## src/rtl/adc_log_pkg.sv

```systemverilog
// Shared definitions for the ADC logging path (adc_clk packer and wb_clk BRAM writer).
package adc_log_pkg;

    localparam int ADC_WORD_W = 32;
    localparam int ADC_NCH    = 4;

    localparam logic [1:0] ST_IDLE     = 2'b00;
    localparam logic [1:0] ST_PRESENT  = 2'b01;
    localparam logic [1:0] ST_WAIT_ACK = 2'b10;

    localparam logic [1:0] CH_A = 2'd0;
    localparam logic [1:0] CH_B = 2'd1;
    localparam logic [1:0] CH_C = 2'd2;
    localparam logic [1:0] CH_D = 2'd3;

endpackage

```

## src/rtl/sync_ff.sv

```systemverilog
// Single-bit multi-flop synchroniser with synchronous active-high reset to 0.
module sync_ff #(
    parameter int STAGES = 2
) (
    input  logic clk,
    input  logic reset,
    input  logic d,
    output logic q
);

    logic [STAGES-1:0] ff;

    always_ff @(posedge clk) begin
        if (reset) ff <= '0;
        else       ff <= {ff[STAGES-2:0], d};
    end

    assign q = ff[STAGES-1];

endmodule

```

## src/rtl/adc_frame_packer.sv

```systemverilog
// Deserialises four modulator bitstreams into words, banks one frame and
// offers the words to the wb_clk side over a toggle req/ack handshake.
module adc_frame_packer
    import adc_log_pkg::*;
#(
    parameter int WORD_W      = ADC_WORD_W,
    parameter int SYNC_STAGES = 2,
    parameter int CNT_W       = 16
) (
    input  logic              adc_clk,
    input  logic              reset,
    input  logic              enable_i,
    input  logic              adc_a,
    input  logic              adc_b,
    input  logic              adc_c,
    input  logic              adc_d,
    output logic [WORD_W-1:0] word_o,
    output logic [1:0]        chan_o,
    output logic              req_tgl_o,
    input  logic              ack_tgl_i,
    output logic              busy_o,
    output logic              overflow_o,
    output logic [CNT_W-1:0]  frame_cnt_o,
    output logic [1:0]        state_o
);

    localparam int BW = $clog2(WORD_W);

    logic [WORD_W-1:0]  sh   [ADC_NCH];
    logic [WORD_W-1:0]  hold [ADC_NCH];
    logic [ADC_NCH-1:0] bits;
    logic [BW-1:0]      bit_ctr;
    logic               frame_done;
    logic               ack_sync;
    logic               last_ack;
    logic [1:0]         state;
    logic [1:0]         chan;

    assign bits       = {adc_d, adc_c, adc_b, adc_a};
    assign frame_done = enable_i && (bit_ctr == BW'(WORD_W - 1));
    assign last_ack   = (state == ST_WAIT_ACK) && (ack_sync == req_tgl_o)
                        && (chan == CH_D);
    assign state_o    = state;

    sync_ff #(
        .STAGES (SYNC_STAGES)
    ) u_ack_sync (
        .clk   (adc_clk),
        .reset (reset),
        .d     (ack_tgl_i),
        .q     (ack_sync)
    );

    // LSB-first shift: the oldest sample lands in bit 0 once a word is full
    always_ff @(posedge adc_clk) begin
        if (reset) begin
            bit_ctr <= '0;
            for (int i = 0; i < ADC_NCH; i++) begin
                sh[i]   <= '0;
                hold[i] <= '0;
            end
        end else if (enable_i) begin
            bit_ctr <= frame_done ? '0 : bit_ctr + BW'(1);
            for (int i = 0; i < ADC_NCH; i++) begin
                sh[i] <= {bits[i], sh[i][WORD_W-1:1]};
                if (frame_done && !busy_o)
                    hold[i] <= {bits[i], sh[i][WORD_W-1:1]};
            end
        end else begin
            bit_ctr <= '0;
        end
    end

    // A frame landing on the last-ack edge still sees busy_o=1 and is dropped
    always_ff @(posedge adc_clk) begin
        if (reset) begin
            busy_o      <= 1'b0;
            overflow_o  <= 1'b0;
            frame_cnt_o <= '0;
        end else begin
            if (frame_done && !busy_o) begin
                busy_o      <= 1'b1;
                frame_cnt_o <= frame_cnt_o + CNT_W'(1);
            end else if (last_ack) begin
                busy_o <= 1'b0;
            end
            if (frame_done && busy_o)
                overflow_o <= 1'b1;
        end
    end

    always_ff @(posedge adc_clk) begin
        if (reset) begin
            state     <= ST_IDLE;
            chan      <= CH_A;
            word_o    <= '0;
            chan_o    <= CH_A;
            req_tgl_o <= 1'b0;
        end else begin
            unique case (state)
                ST_IDLE: begin
                    if (busy_o) begin
                        state <= ST_PRESENT;
                        chan  <= CH_A;
                    end
                end
                ST_PRESENT: begin
                    word_o    <= hold[chan];
                    chan_o    <= chan;
                    req_tgl_o <= ~req_tgl_o;
                    state     <= ST_WAIT_ACK;
                end
                ST_WAIT_ACK: begin
                    if (ack_sync == req_tgl_o) begin
                        if (chan == CH_D) begin
                            state <= ST_IDLE;
                        end else begin
                            chan  <= chan + 2'd1;
                            state <= ST_PRESENT;
                        end
                    end
                end
                default: state <= ST_IDLE;
            endcase
        end
    end

endmodule
```

## config.mk

```make
export PLATFORM = sky130hd
export DESIGN_NAME = adc_frame_packer
export DESIGN_NICKNAME = d
export VERILOG_FILES = /design/src/rtl/adc_log_pkg.sv /design/src/rtl/sync_ff.sv /design/src/rtl/adc_frame_packer.sv
export SDC_FILE = /design/constraint.sdc
export NUM_CORES = 1
export LEC_CHECK = 0
export ABC_AREA = 1
export CAP_MARGIN = 25
export CORE_MARGIN = 3
export CORE_UTILIZATION = 58
export CTS_CLUSTER_SIZE = 30
export DETAILED_ROUTE_END_ITERATION = 10
export PLACE_DENSITY = 0.78
export RECOVER_POWER = 25
export SLEW_MARGIN = 20
export SYNTH_ARGS = -nofsm -noshare
export SYNTH_HDL_FRONTEND = slang
export SYNTH_HIERARCHICAL = 1
export SYNTH_SLANG_ARGS = --single-unit
```

## constraint.sdc

```tcl
create_clock -name adc_clk -period 5.8 [get_ports adc_clk]
set_input_delay 0.87 -clock adc_clk [delete_from_list [all_inputs] [get_ports adc_clk]]
set_output_delay 0.87 -clock adc_clk [all_outputs]
set_load 0.01 [all_outputs]
```

# [Word level (Yosys, flattened, before mapping)]
# Memories as Yosys holds them, arrays and structs flattened. A register that Yosys moved wholly into a read port is not among the register bits.
# Index checks and enable logic that the tools add are counted.
[totals] mem_count=2 ff_bits=32 in_bits=8 mem_bits_rw=256
[memory_table] memory="hold" words=4 word_bits=32 read_ports=1 rd_clocked_by_memory_dff=1 wr=4 line_no="adc_frame_packer.sv:30" rtl="logic [WORD_W-1:0] hold [ADC_NCH];"
[memory_table] memory="sh" words=4 word_bits=32 read_ports=4 rd_clocked_by_memory_dff=0 wr=4 line_no="adc_frame_packer.sv:29" rtl="logic [WORD_W-1:0] sh [ADC_NCH];"
[classes] n_reduce_logical=12 bitwise=10 eq_ne=8 n_addsub=3 muxes=27
[op_table] operator="32-bit 2-to-1 mux" n=8
[op_table] operator="16-bit by 1-bit adder with 16-bit output (second input constant)" n=1
[op_table] operator="1-bit 2-to-1 mux" n=12
[op_table] operator="2-bit 2-to-1 mux" n=5
[op_table] operator="1-bit bitwise OR" n=8
[op_table] operator="2-bit case mux with 3 select lines" n=1
[op_table] operator="5-bit by 1-bit adder with 5-bit output (second input constant)" n=1
[op_table] operator="5-bit equality test (second input constant)" n=1
[op_table] operator="1-bit logical AND" n=5
[op_table] operator="2-bit equality test (second input constant)" n=2
[op_table] operator="2-bit != test (second input constant)" n=2
[op_table] operator="2-bit case mux with 2 select lines" n=1
[op_table] operator="4-bit AND reduction" n=1
[op_table] operator="2-bit nonzero test" n=2
[op_table] operator="3-bit OR reduction" n=1
[op_table] operator="2-bit by 1-bit adder with 2-bit output (second input constant)" n=1
[op_table] operator="2-bit by 1-bit equality test with 1-bit output (second input constant)" n=1
[op_table] operator="2-bit zero test" n=1
[op_table] operator="2-bit by 1-bit != test with 1-bit output (second input constant)" n=1
[op_table] operator="1-bit inverter" n=2
[op_table] operator="2-bit AND reduction" n=1
[op_table] operator="1-bit equality test" n=1
[op_table] operator="1-bit zero test" n=1

# [Longest topological paths before layout]
[logic_depth] depth_word=8 ltp_mapped=12 depth_no_buf=12

# [By module]
# Netlist, hierarchy kept.
[by_module_without_submodules] module="adc_frame_packer" n_inst=1 seq_area_each_um2=8808.4 cells_each=1230 area_each_um2=12708.4
[by_module_without_submodules] module="sync_ff" n_inst=1 seq_area_each_um2=40.0 cells_each=6 area_each_um2=55.1

# [Worst setup path after synthesis]
# Ideal clock, no wire load.
[synth_timing] kind="input port to flip-flop" start="input port reset" end="memory hold[0][0] (netlist name) (enable)" setup_ns=1.113 cell_stages=3 arrival_time_ns=3.340 path_buffers=1 path_slack_ns=1.346 cell_sequence="inv_1 -> clkbuf_1 -> nand2_1"
[synth_lines] element="start: declaration" line_no="adc_frame_packer.sv:11" rtl="input logic reset,"
[synth_lines] element="end: declaration" line_no="adc_frame_packer.sv:30"

==> parameters.txt <==
Parameter                              Value

Synth
  Warning count from the yosys run ... 6
  Number of synthesized register bits ... 316
  Most area-hungry cell type in the Yosys netlist ... sky130_fd_sc_hd__edfxtp_1
  Main area contributors after synthesis ... sky130_fd_sc_hd__edfxtp_1, sky130_fd_sc_hd__nor2_1, sky130_fd_sc_hd__dfxtp_1
  Top-area cell type share of the netlist area ... 59.3%
  Per-instance average area after synthesis ... 10.3 um2
  Netlist area before placement ... 0.0128 mm2
  Part of the Yosys area used for sequential elements ... 69.3%
  Synth unique cells ... 29
  Net count of the mapped netlist ... 1,248
  Cell count after synthesis ... 1,236

Final layout
  Layout area overhead ... 13.3%
  Filler Cells Inserted ... 1,533
  Final net count ... 1,296
  Share of cells above drive strength 1 ... 5.35%
  Antenna cell count ... 0

Timing
  Peak Freq ... 0.256 GHz
  Setup TNS ... 0 ns
  Setup repair after global routing missed its margin ... false
  Max-slew violation count ... 184
  Worst clock skew ... 0.0154 ns
  Number of hold violations in the final report ... 0
  Slew headroom ... -90.1%
  Min setup slack post-route ... 1.90 ns
  Worst-Margin Slew ... 2.85 ns
  Fraction of the cycle the final worst path needs ... 67.3%
  Crit path time final ... 3.90 ns
  Endpoints failing setup ... 0

Critical path
  CP Data Required Time ... 6.18 ns
  Worst Setup Path Type ... input pin to flop
  Category of the worst setup path capture point ... flop
  Kind of start point of the critical path ... input pin
  Critical path peak fanout ... 41
  Arrival time of data at the critical path endpoint ... 4.28 ns

Die
  Initial core utilization ... 59.8%
  Die ar. ... 0.0238 mm2
  IO Pins ... 63
  Area of the core ... 0.0214 mm2
  Width of the chip ... 154 um
  Placement Rows ... 53
  Die height ... 154 um

Global route
  Leftover overflow at the end of global routing ... 0
  Vias in the first global route ... 8,089
  Global-route wire length before repair ... 39,800 um
  Largest net degree at the start of global routing ... 69
  Tot GR Track Use ... 20.4%
  Initial antenna violation count ... 0

Power and ir drop
  Leakage power ... 0.00594 uW
  Power per unit of standard cell area ... 316 mW/mm2
  Max rail drop VDD ... 276 uV

Outcome
  Run status ... finished with violations
  Failing checks ... capacitance limit, slew limit

CTS
  Hold-fix buffer count after cts ... 0
  Post-CTS setup repair buffer count ... 0
  Count of H-tree levels built during CTS ... 1
  Clock tree root driver cell ... sky130_fd_sc_hd__clkbuf_16
  CTS clock-pin slew for the worst setup and hold paths ... 0.06 ns
  Clock network latency to the later pin of the worst-skew pair ... 0.55 ns
  Bufs on Longest Clock Path ... 3
  Cts bufs inserted ... 31
  Number of clock sinks ... 316
  PostCTS Resize Cnt ... 0
  Clock tree from TritonCTS ... yes

Routing
  Vias per std cell ... 5.22
  Total vias in the final route ... 8,266
  Routed length per placed instance ... 15.5 um
  Drt pass-1 iters ... 5
  Number of design rule violations left after detail routing ... 0
  Count of antenna-violating nets left after detailed routing ... 0
  Starting DRT DRC Count ... 770
  Total wire length after detailed routing ... 24,500 um

Flow run
  Max capacitance violation total ... 4

Placed design
  Final weighted congestion of routability-driven global placement ... 0.806
  Place WS ... 2.26 ns
  Number of buffers inserted by port buffering ... 62
  Final HPWL from detailed placement ... 13,900 um

Worst hold path
  Hold Path Class ... flop to flop
## cells in the mapped netlist (all sizes together)
cell    count
nor2      420
edfxtp    252
inv       200
o21ai     117
dfxtp      64
nand2      50
buf        38
o22ai      23
clkbuf     21
a21oi      14
nand3      11
or2         9
nand4       7
ha          4
nor3        2
a31oi       1
nand3b      1
nor3b       1
xor2        1
## critical path, stage by stage
cell and delay, ns:
sky130_fd_sc_hd__dlygate4sd3_1 0.58, sky130_fd_sc_hd__inv_1 0.10, sky130_fd_sc_hd__nor2_1 0.12, sky130_fd_sc_hd__clkinvlp_2 1.29
sky130_fd_sc_hd__clkbuf_1 0.98, sky130_fd_sc_hd__nor2_1 0.30
## sequential cells by signal (all words and copies together), names as in the netlist
signal,cells
bit_ctr,5
busy_o,1
chan,2
chan_o,2
frame_cnt_o,16
hold,128
overflow_o,1
req_tgl_o,1
sh,124
state_o,2
u_ack_sync/ff,2
word_o,32
## where the power goes
part | total, uW | leakage [uW] | internal (uW) | switching [uW]
clock network | 1890 | 0.000477 | 1070 | 816
registers | 2550 | 0.00321 | 2530 | 23.7
logic | 134 | 0.00225 | 29.2 | 105
## path summary, 6_finish.rpt
path	depth (start not counted)	end	slack [ns]	startpoint
worst min register to register	2	u_ack_sync/ff[1]	0.42	u_ack_sync/ff[0]
worst min-delay path	2	u_ack_sync/ff[1]	0.42	u_ack_sync/ff[0]
worst max-delay path	6	sh[2][26]	1.90	enable_i
worst max register to register	6	req_tgl_o	2.00	state_o[0]
## kinds of logic after synthesis
group	after synthesis	synth area share, %
xor gates and xnor gates	1	0.0686
buffers and inverters	259	8.40
adders and majority gates	4	0.392
DFF	316	69.3
AOI/OAI and AO/OA	155	6.34
and+or+nand+nor	501	15.5
## per-layer routing
layer / global-route usage (%) / routed length (um)
met3: 2.97 / 1600
met5: 0 / 0
met4: 5.93 / 465
met2: 34.5 / 11900
met1: 27.9 / 10500
## per-stage QoR
stage / instances / total power, uW / util, % / instance area, um2 / hold WS [ns]
6_report: 1583 / 4570 / 67.7 / 14500 / 0.421
5_1_grt: 1583 / 4720 / 67.7 / 14500 / 0.446
4_1_cts: 1583 / 4610 / 67.9 / 14500 / 0.420
3_5_place_dp: 1526 / 2740 / 63.4 / 13500 / 0.404
3_3_place_gp: 1526 / 2730 / 63.4 / 13500 / 0.402
2_1_floorplan: 1236 / 2690 / - / 12800 / 0.388
## layout by cell type (no fill, tap or decap), types with 3 or more instances in the layout
master	instances
sky130_fd_sc_hd__nand4_1	7
sky130_fd_sc_hd__a21oi_1	14
sky130_fd_sc_hd__clkinv_2	11
sky130_fd_sc_hd__clkdlybuf4s50_1	5
sky130_fd_sc_hd__or2_2	7
sky130_fd_sc_hd__clkinv_1	4
sky130_fd_sc_hd__o21ai_0	112
sky130_fd_sc_hd__o21ai_1	4
sky130_fd_sc_hd__o22ai_1	23
sky130_fd_sc_hd__dfxtp_1	64
sky130_fd_sc_hd__ha_1	4
sky130_fd_sc_hd__nand2_4	3
sky130_fd_sc_hd__dlygate4sd3_1	56
sky130_fd_sc_hd__clkbuf_1	10
sky130_fd_sc_hd__nor2_1	419
sky130_fd_sc_hd__edfxtp_1	252
sky130_fd_sc_hd__nand2_1	47
sky130_fd_sc_hd__clkbuf_16	31
sky130_fd_sc_hd__nand3_1	11
sky130_fd_sc_hd__inv_1	198
sky130_fd_sc_hd__buf_4	7
## cell type report
type / instances / area, um2 / share of cell area (%)
clock inverters: 19 / 148 / 1.02
well taps: 275 / 344 / 2.38
multi-input cells: 661 / 2840 / 19.7
repair buffers: 74 / 719 / 4.98
clock buffers: 38 / 802 / 5.55
flip-flops and latches: 316 / 8850 / 61.2
inverters: 200 / 752 / 5.20
(Power assumes the default switching activity.)
